### src/rtl/mem_bus_arbiter.sv
// mem_bus_arbiter: shares one ack-handshaked memory bus between data and fetch.
// Define MEM_ARB_TIMEOUT_EN to add a TIMEOUT_CYCLES bus watchdog on bus_err.
module mem_bus_arbiter #(
  parameter int unsigned TIMEOUT_CYCLES = 255
) (
  input  logic        clk,
  input  logic        rst,
  input  logic        flush,
  input  logic        i_ce,
  input  logic [31:0] i_addr,
  output logic [31:0] i_rdata,
  output logic        i_stallreq,
  input  logic        d_ce,
  input  logic        d_we,
  input  logic [3:0]  d_sel,
  input  logic [31:0] d_addr,
  input  logic [31:0] d_wdata,
  output logic [31:0] d_rdata,
  output logic        d_stallreq,
  output logic        bus_cyc,
  output logic        bus_stb,
  output logic        bus_we,
  output logic [3:0]  bus_sel,
  output logic [31:0] bus_addr,
  output logic [31:0] bus_wdata,
  input  logic [31:0] bus_rdata,
  input  logic        bus_ack,
  output logic        bus_err
);

  typedef enum logic [2:0] {
    IDLE, BUS_D, BUS_I, DONE_D, DONE_I, DRAIN
  } state_t;

  state_t      r_state, w_state_n;
  logic        r_cyc, w_cyc_n;
  logic        r_stb, w_stb_n;
  logic        r_we, w_we_n;
  logic [3:0]  r_sel, w_sel_n;
  logic [31:0] r_addr, w_addr_n;
  logic [31:0] r_wdata, w_wdata_n;
  logic [31:0] r_irdata, w_irdata_n;
  logic [31:0] r_drdata, w_drdata_n;
  logic        r_err, w_err_n;
  logic        w_tmo;

`ifdef MEM_ARB_TIMEOUT_EN
  logic [7:0]  r_cnt;

  // Abort on the cycle the no-ack counter would reach the limit.
  assign w_tmo = !bus_ack && (r_cnt == 8'(TIMEOUT_CYCLES - 1));

  // Watchdog counter restarts whenever the state changes.
  always_ff @(posedge clk) begin
    if (rst)
      r_cnt <= '0;
    else if (w_state_n != r_state)
      r_cnt <= '0;
    else
      r_cnt <= r_cnt + 8'd1;
  end
`else
  assign w_tmo = 1'b0;
`endif

  // State and bus/result registers.
  always_ff @(posedge clk) begin
    if (rst) begin
      r_state  <= IDLE;
      r_cyc    <= 1'b0;
      r_stb    <= 1'b0;
      r_we     <= 1'b0;
      r_sel    <= '0;
      r_addr   <= '0;
      r_wdata  <= '0;
      r_irdata <= '0;
      r_drdata <= '0;
      r_err    <= 1'b0;
    end else begin
      r_state  <= w_state_n;
      r_cyc    <= w_cyc_n;
      r_stb    <= w_stb_n;
      r_we     <= w_we_n;
      r_sel    <= w_sel_n;
      r_addr   <= w_addr_n;
      r_wdata  <= w_wdata_n;
      r_irdata <= w_irdata_n;
      r_drdata <= w_drdata_n;
      r_err    <= w_err_n;
    end
  end

  // Next-state and bus sequencing; data has fixed priority over fetch.
  always_comb begin
    w_state_n  = r_state;
    w_cyc_n    = r_cyc;
    w_stb_n    = r_stb;
    w_we_n     = r_we;
    w_sel_n    = r_sel;
    w_addr_n   = r_addr;
    w_wdata_n  = r_wdata;
    w_irdata_n = r_irdata;
    w_drdata_n = r_drdata;
    w_err_n    = 1'b0;
    unique case (r_state)
      IDLE: begin
        if (!flush) begin
          if (d_ce) begin
            w_state_n = BUS_D;
            w_cyc_n   = 1'b1;
            w_stb_n   = 1'b1;
            w_we_n    = d_we;
            w_sel_n   = d_sel;
            w_addr_n  = d_addr;
            w_wdata_n = d_wdata;
          end else if (i_ce) begin
            w_state_n = BUS_I;
            w_cyc_n   = 1'b1;
            w_stb_n   = 1'b1;
            w_we_n    = 1'b0;
            w_sel_n   = 4'b1111;
            w_addr_n  = i_addr;
          end
        end
      end
      BUS_D, BUS_I: begin
        if (bus_ack || w_tmo) begin
          w_cyc_n = 1'b0;
          w_stb_n = 1'b0;
          w_we_n  = 1'b0;
          w_sel_n = '0;
          if (bus_ack && flush) begin
            w_state_n = IDLE;
          end else begin
            w_err_n = w_tmo;
            if (r_state == BUS_D) begin
              w_state_n = DONE_D;
              if (!r_we)
                w_drdata_n = w_tmo ? '0 : bus_rdata;
            end else begin
              w_state_n  = DONE_I;
              w_irdata_n = w_tmo ? '0 : bus_rdata;
            end
          end
        end else if (flush) begin
          w_state_n = DRAIN;
        end
      end
      DRAIN: begin
        if (bus_ack || w_tmo) begin
          w_state_n = IDLE;
          w_cyc_n   = 1'b0;
          w_stb_n   = 1'b0;
          w_we_n    = 1'b0;
          w_sel_n   = '0;
          w_err_n   = w_tmo;
        end
      end
      DONE_D, DONE_I: begin
        w_state_n = IDLE;
      end
      default: begin
        w_state_n = IDLE;
      end
    endcase
  end

  assign d_stallreq = d_ce & (r_state != DONE_D);
  assign i_stallreq = i_ce & (r_state != DONE_I);

  assign bus_cyc   = r_cyc;
  assign bus_stb   = r_stb;
  assign bus_we    = r_we;
  assign bus_sel   = r_sel;
  assign bus_addr  = r_addr;
  assign bus_wdata = r_wdata;
  assign d_rdata   = r_drdata;
  assign i_rdata   = r_irdata;
  assign bus_err   = r_err;

endmodule

### config.mk
export PLATFORM = sky130hd
export DESIGN_NAME = mem_bus_arbiter
export DESIGN_NICKNAME = d
export VERILOG_FILES = /design/src/rtl/mem_bus_arbiter.sv
export SDC_FILE = /design/constraint.sdc
export NUM_CORES = 1
export LEC_CHECK = 0
export CORE_ASPECT_RATIO = 0.9
export CORE_UTILIZATION = 39
export CTS_CLUSTER_SIZE = 24
export DETAILED_ROUTE_END_ITERATION = 6
export PLACE_DENSITY = 0.8
export SETUP_SLACK_MARGIN = 0.05
export SLEW_MARGIN = 5
export SYNTH_ARGS = -nofsm -noshare
export SYNTH_HDL_FRONTEND = slang
export SYNTH_SLANG_ARGS = --single-unit
### constraint.sdc
create_clock -name clk -period 1.75 [get_ports clk]
set_input_delay 0.35 -clock clk [delete_from_list [all_inputs] [get_ports clk]]
set_output_delay 0.35 -clock clk [all_outputs]
set_load 0.03 [all_outputs]
Word level (Yosys, flattened, before mapping)
Cells that the tools add are included.
Word-level totals
  bits in registers: 137
  word-level logic and storage cells: 61
  memories kept: 0
  RAM bits: 0
  memory bits (read-only): 0
  output and inout port bits: 138
  latch bits: 0
  input bits: 139
Operators by class
  multipliers: 0
  $lt $le $gt $ge: 0
  bitwise operators: 6
  mux-type cells: 25
  shift operators: 0
  div/mod/pow operators: 0
  add/sub/neg operators: 0
  reductions and logical operators: 12
  equality and inequality tests: 10
Operators by type and width (number)
  $mux 32: 2
  $mux 3: 8
  $mux 4: 4
  $reduce_and 4->1: 3
  $ne 3x3->1 const B: 3
  $pmux 3 s3: 1
  $pmux 4 s2: 1
  $mux 1: 7
  $reduce_and 3->1: 2
  $reduce_and 5->1: 1
  $ne 2x2->1 const B: 2
  $not 1->1: 4
  $pmux 1 s2: 2
  $reduce_bool 2->1: 2
  $eq 3x1->1 const B: 1
  $eq 3x2->1 const B: 1
  $eq 3x3->1 const B: 1
  $logic_not 3->1: 1
  $ne 3x2->1 const B: 1
  $reduce_or 3->1: 1
  $and 1x1->1: 2
  $ne 2x1->1 const B: 1
  $reduce_or 2->1: 1
  $logic_and 1x1->1: 1

Logic depth before layout (Yosys ltp)
Gate-level depths: netlist (run 1).
  depth after elaboration: 5
  gate-level depth with buffers: 7
  depth with buffers taken out: 4

Least setup slack after synthesis (run 1)
No wires, ideal clock.
  path type: input port to output port
  start point: in d_ce
  end point: out d_stallreq
  path slack: -0.042 ns
  data required time: 1.400 ns
  arrival: 1.442 ns
  stages on the path: 4
  buffers on the path: 2
  path through: buf_2 clkbuf_1 inv_1 a31oi_1
On the way
  word-level cells in the longest chain between the ends: 1
Ends and longest elaborated chain
  start: declaration: line 13  | input logic d_ce,
  $and 1x1->1: line 168  | assign d_stallreq = d_ce & (r_state != DONE_D);
  end: declaration: line 19  | output logic d_stallreq,
No other way between the ends.

Worst setup path in the final report (run 1)
  start point: reg r_state[1]
  end point: out d_stallreq
On the way
  word-level cells in the longest chain between the ends: 2
Ends and longest elaborated chain
  start: declaration: line 35  | state_t r_state, w_state_n;
  start signal: assignment: line 80  | r_state <= w_state_n;
  $ne 3x2->1: line 168
  $and 1x1->1: line 168
No other way between the ends.

==> results of run 1 <==
final timing paths:
check                                             endpoint  slack (ns)  depth (start not counted)
worst max-delay path                            d_stallreq        0.12                          3
worst min register to register  bus_wdata[18]$_SDFFE_PP0P_        0.45                          2
worst max register to register   bus_addr[12]$_SDFFE_PP0P_        0.13                          5
worst min-delay path              bus_addr[9]$_SDFFE_PP0P_        0.39                          2
flip-flops by register name, summed over array words and instances, names as in the netlist:
signal     count
r_state        3
bus_wdata     32
bus_we         1
bus_stb        1
i_rdata       32
bus_sel        4
d_rdata       32
bus_addr      32
final cells by class:
| type | instances | area [µm²] |
|---|---|---|
| multi-input cells | 439 | 2250 |
| clock buffers | 21 | 460 |
| repair buffers | 305 | 2920 |
| clock inverters | 11 | 170 |
| flip-flops and latches | 137 | 2750 |
| well taps | 164 | 205 |
| fillers | 1097 | 4150 |
| inverters | 6 | 22.5 |
synth_stat cells (2+ instances only):
cell      number  area, µm²
a311oi_1       4       35.0
and2_1         2       12.5
a211oi_1      32        240
nand2b_1       3       18.8
dfxtp_1      137       2740
nor3b_1        2       15.0
nand3_1        2       10.0
inv_1          6       22.5
and3_1         2       12.5
a21oi_1      102        510
nor2b_1        2       12.5
o21ai_0        4       20.0
clkbuf_1      27        101
nor2_1        38        143
and2b_1        2       15.0
nand2_1      197        739
buf_2         16       80.1
buf_4         10       75.1
mux2i_1       34        340
timing repair:
action / CTS / global route
gates resized for setup: 141 / 4
endpoints found under the setup margin: 137 / 4
buffers inserted: 0 / 6
endpoints found under the hold margin: 0 / 0
worst max-delay path, cell delays in order, from the launching register on:
cell     delay, ns
dfxtp_4       0.36
buf_8         0.13
a31oi_2       0.18
buf_4         0.19
metal layers:
layer	share of wire, %	vias to the layer above
met2	49	216
met3	9.0	28
met5	0	-
met1	40	2420
met4	2.5	0
li1	-	2665
cells by family after synthesis:
family                 count (synthesis)
DFF                                  137
AOI/OAI and AO/OA                    147
other                                  1
and+or+nand+nor                      257
muxes                                 34
buffers and inverters                 60
power by group:
| part | leakage, nW | switching (mW) | internal [mW] | total (mW) |
|---|---|---|---|---|
| combinational | 2.45 | 1.93 | 1.33 | 3.26 |
| clock | 0.299 | 1.32 | 2.46 | 3.78 |
| sequential | 1.12 | 0.240 | 3.54 | 3.78 |
| total | 3.87 | 3.50 | 7.33 | 10.8 |
metrics by stage:
stage	setup slack, ns	hold slack [ns]
3_5_place_dp	-0.187	0.446
5_1_grt	0.0462	0.385
6_report	0.123	0.388
2_1_floorplan	0.103	0.467
3_3_place_gp	-0.127	0.441
4_1_cts	0.0584	0.371
==> results.tsv, run 1 <==
metric	value	unit
NumNets Final	1045	
Post-Syn Area	5270	µm²
Worst Setup End Kind	output port	
DP HPWL	11.6	mm
Mapped Nets	775	
Final Non-Filler Cells	1083	
post-synthesis register bit count	137	
CTS Sinks	137	
hold crit path type	input pin to flop	
M3 GR Usage	10.4	%
Synth Area per Inst	8.28	µm²
final core occ	67.9	%
largest net degree at the start of global routing	62	
Root Buffer	clkbuf_16	
total grt overflow	0	
CTS tree	yes	
core area	12900	µm²
CP Launch Type	flop	
routed len/inst	15.3	µm
GRT busiest layer	met2	
row cnt	39	
fmax	0.615	GHz
Final GP Congestion	0.813	
post-route cell area	8780	µm²
initial core utilization	40.7	%
Die X	124	µm
Final Slew Violations	0	
Total Die Area	14000	µm²
commonest cells after routing, fill and taps aside	nand2_1, clkdlybuf4s50_1, dlygate4sd2_1	
post-synthesis compound-gate area fraction	16.0	%
R2R Path Start	r_state[2]$_SDFFE_PP0P_	
Worst EP arrival	1.28	ns
Seq/Total Area, Yosys	52.1	%
Simple-Gate Fraction of Synth Area	19.9	%
Post-synth EDFFs	0	
Power Total	10.8	mW
cell count after synthesis	636	
Synth Warn #	0	
Placed Cells	1045	
DP Area	8240	µm²
worst skew pair latency	0.41	ns
CTS Hold Buffers Added	0	
met2 Use GR	40.3	%
Clock Path Buffers	2	
H-tree levels	4	
critical path required time	1.40	ns
Ports	277	
Die H	112	µm
Synth Area in Adders	0	%
most common cell after layout, fill and taps aside	nand2_1	
RSZ-0062 raised after global routing	false	
vias per cell	4.92	
min-delay src	rst	
first-pass GRT wire length	26.1	mm
setup violators final	0	
Setup crit start	r_state[1]$_SDFFE_PP0P_	
DR pass1 iterations	4	
Yosys cell types	33	
GRT Resource Usage Total	23.6	%
Antenna Nets Post-Route	0	
vias after detailed routing	5329	
vias in the first global route	5142	
clock-pin slew on the worst setup and hold paths	0.06	ns
Worst Path Max Fanout	8	
Synth async-reset ratio	0	%
PwrDens	1230	nW/µm²
DRC violations left	0	
initial antenna violation count	0	
mux share of post-synthesis cell area	6.46	%
post-route clock period utilization	93.0	%
leakage power total	3.87	nW
clock skew	0.00730	ns
IO Port Bufs	275	
setup TNS	0	ns
layout cells sized above 1	7.94	%
Fin. Hold Viols	0	
max-cap violations	0	
kind of critical path	flop to output port	
cts bufs inserted	17	
# diodes	0	
Synth Flop Type	dfxtp_1	
First DRT Iteration DRCs	260	
Area Overhead vs Synth	66.7	%
post-synthesis xor/xnor area fraction	0	%
status	complete, no violations	
largest family of logic cells by synthesized area	simple AND/OR/NAND/NOR gates	
fin crit period	1.63	ns
WL final	16.6	mm
grt met1 use	25.8	%
Max VDD drop	0.751	mV
(Power assumes the default switching activity.)
==> run 2, diff against run 1 <==
- ABC_CLOCK_PERIOD_IN_PS: default -> 1750
- GPL_TIMING_DRIVEN: default -> 0
==> run 2 against run 1 <==
  * Hold slack better by 0.028 ns
  * Design area down 0.64%
  * Final cell count is 2.3% higher
  * Setup slack worse by 0.024 ns
  * Critical path depth is 1 lower
  * Global-route usage is 1.9 points higher
  * Sequential power hardly changed
  * Sequential share of layout area increased by 0.20 points
  * Clock-buffer cell count shrank 3
  * Critical endpoint is now bus_stb
  * Largest cell class unchanged
  * Largest power group unchanged
==> results.tsv, run 2 (synthesized netlist as in run 1, its figures left out) <==
metric	value	unit	change
Ports	277		unchanged
clock skew	0.00595	ns	-0.00134 ns
vias after detailed routing	5492		+3.1%
Worst EP arrival	1.30	ns	+0.02 ns
Die H	112	µm	unchanged
RR Endpoint	bus_addr[15]$_SDFFE_PP0P_		
Antenna Nets Post-Route	0		unchanged
Max VDD drop	0.820	mV	+9.1%
# diodes	0		unchanged
max incr delay on CP	0.40	ns	+0.04 ns
Hold Slack	0.416	ns	+0.0284 ns
Area Overhead vs Synth	65.6	%	
cts bufs inserted	17		unchanged
row cnt	39		unchanged
commonest cells after routing, fill and taps aside	nand2_1, dlygate4sd2_1, clkdlybuf4s50_1		
leakage power total	3.88	nW	+0.26%
Placed Cells	1074		+2.8%
Worst Reg-to-Reg Cells	6		+1
routed len/inst	16.0	µm	+4.4%
critical path's slowest cell	dfxtp_1		
H-tree levels	4		unchanged
Buf+Inv Stages, Crit Path	2		unchanged
clock power share	33.7	%	-1.3 points
fin crit period	1.65	ns	+0.0241 ns
Root Buffer	clkbuf_16		
R2R Path Start	r_state[0]$_SDFFE_PP0P_		
Total Die Area	14000	µm²	unchanged
initial antenna violation count	0		unchanged
Final Slew Violations	0		unchanged
setup TNS	0	ns	unchanged
switching share of power	33.5	%	+1.2 points
largest net degree at the start of global routing	17		-73%
Post-Place Setup Slack	-0.582	ns	-0.396 ns
vias in the first global route	5340		+3.9%
DRC violations left	0		unchanged
Worst Path Max Fanout	3		-5
WL final	17.7	mm	+6.8%
worst skew pair latency	0.42	ns	about the same
slew of the pin with the lowest slew margin	0.556	ns	
crit-path cells	buf_4, clkdlybuf4s15_1		
kind of critical path	flop to output port		
max-cap violations	0		unchanged
layout cells sized above 1	8.79	%	+0.85 points
status	complete, no violations		
Power Total	10.6	mW	-2.5%
final core occ	67.4	%	-0.44 points
Final Non-Filler Cells	1108		+2.3%
First DRT Iteration DRCs	268		+3.1%
critical path required time	1.40	ns	about the same
hold endpoint	r_state[1]$_SDFFE_PP0P_		
vias per cell	4.96		+0.73%
hold depth	5		+3
PwrDens	1210	nW/µm²	-1.9%
Power Internal	7.02	mW	-4.2%
RSZ-0062 raised after global routing	true		
core area	12900	µm²	unchanged
Worst Setup End Kind	output port		
sequential share of power	35.6	%	+0.7 points
setup ws final	0.0989	ns	-0.0241 ns
post-route cell area	8720	µm²	-0.64%
logic gate share of total power	30.7	%	+0.6 points
min-delay src	d_ce		
DP HPWL	13.2	mm	+14%
Final GP Congestion	0.835		+2.7%
DR pass1 iterations	4		unchanged
area of the multi-input gates	2240	µm²	-0.28%
NetSw	3.53	mW	+1.1%
CTS Sinks	137		unchanged
CP top delay family	buffers and inverters		
CP Launch Type	flop		
clock-pin slew on the worst setup and hold paths	0.06	ns	about the same
hold crit path type	input pin to flop		
most common cell after layout, fill and taps aside	nand2_1		
CTS tree	yes		
DP Area	8220	µm²	-0.29%
slew margin rel.	62.7	%	
setup violators final	0		unchanged
filler instances	1137		+3.6%
NumNets Final	1071		+2.5%
r2r setup slk	0.16	ns	+0.03 ns
Clock Path Buffers	2		unchanged
first-pass GRT wire length	27.6	mm	+5.9%
initial core utilization	40.7	%	unchanged
post-route clock period utilization	94.4	%	+1.4 points
Fin. Hold Viols	0		unchanged
GRT Resource Usage Total	25.5	%	+1.9 points
IO Port Bufs	274		-0.36%
CTS Hold Buffers Added	0		unchanged
total grt overflow	0		unchanged
Sequential Area	2750	µm²	unchanged
fmax	0.606	GHz	-1.5%
Die X	124	µm	unchanged
-- run 2: cell count changes in the layout (fill, tap and decap cells not counted), sizes merged --
cell,before,now
clkinv,4,7
bufinv,4,3
dlygate4sd2,135,136
clkdlybuf4s50,136,135
clkdlybuf4s15,0,1
clkbuf,21,43
-- run 2: layout make-up --
| type | count | share of cell area [%] |
|---|---|---|
| well taps | 164 | 2.35 |
| flip-flops and latches | 137 | 31.5 |
| inverters | 6 | 0.258 |
| multi-input cells | 439 | 25.7 |
| clock inverters | 13 | 1.78 |
| clock buffers | 18 | 4.92 |
| plain buffers | 52 | 3.56 |
| repair buffers | 279 | 29.9 |
-- run 2: worst max-delay path by stage --
stage                               to  slack [ns]                    start  depth (start not counted)
3_3_place_gp                d_stallreq       -0.61                     d_ce                          5
5_1_grt        bus_sel[1]$_SDFFE_PP0P_        0.04  r_state[1]$_SDFFE_PP0P_                          4
2_1_floorplan               d_stallreq        0.10                     d_ce                          4
6_report                       bus_stb         0.1     bus_stb$_SDFFE_PP0P_                          2
3_5_place_dp                d_stallreq       -0.58                     d_ce                          5
4_1_cts                     i_stallreq        0.06  r_state[1]$_SDFFE_PP0P_                          4
-- run 2: routing by layer --
| layer | global-route usage [%] | vias to the layer above | routed length (µm) |
|---|---|---|---|
| li1 | - | 2707 | - |
| met1 | 27.3 | 2505 | 6820 |
| met2 | 42.8 | 242 | 8590 |
| met3 | 11.0 | 38 | 1790 |
| met4 | 13.2 | 0 | 530 |
| met5 | 0 | - | 0 |
-- run 2: power by group through the flow --
stage	clock network [mW]	registers, mW	logic [mW]
floorplan	0	4.54	1.19
global placement	0	3.80	3.37
detailed placement	0	3.81	3.38
CTS	3.62	3.75	3.20
global route	3.76	3.80	3.47
finish	3.55	3.76	3.24
-- run 2: what timing repair did --
item                                    in CTS  in global routing
gates cloned                                 0                  1
endpoints found under the setup margin     188                 99
buffers inserted                             1                  3
gates resized for setup                    166                 28
pin swaps                                    1                  0
-- run 2: tightest hold or removal path, stage by stage --
cell and delay (ns):
buf_2 0.14, nor2_1 0.05, a21oi_1 0.09, or4_1 0.11, o32ai_1 0.06
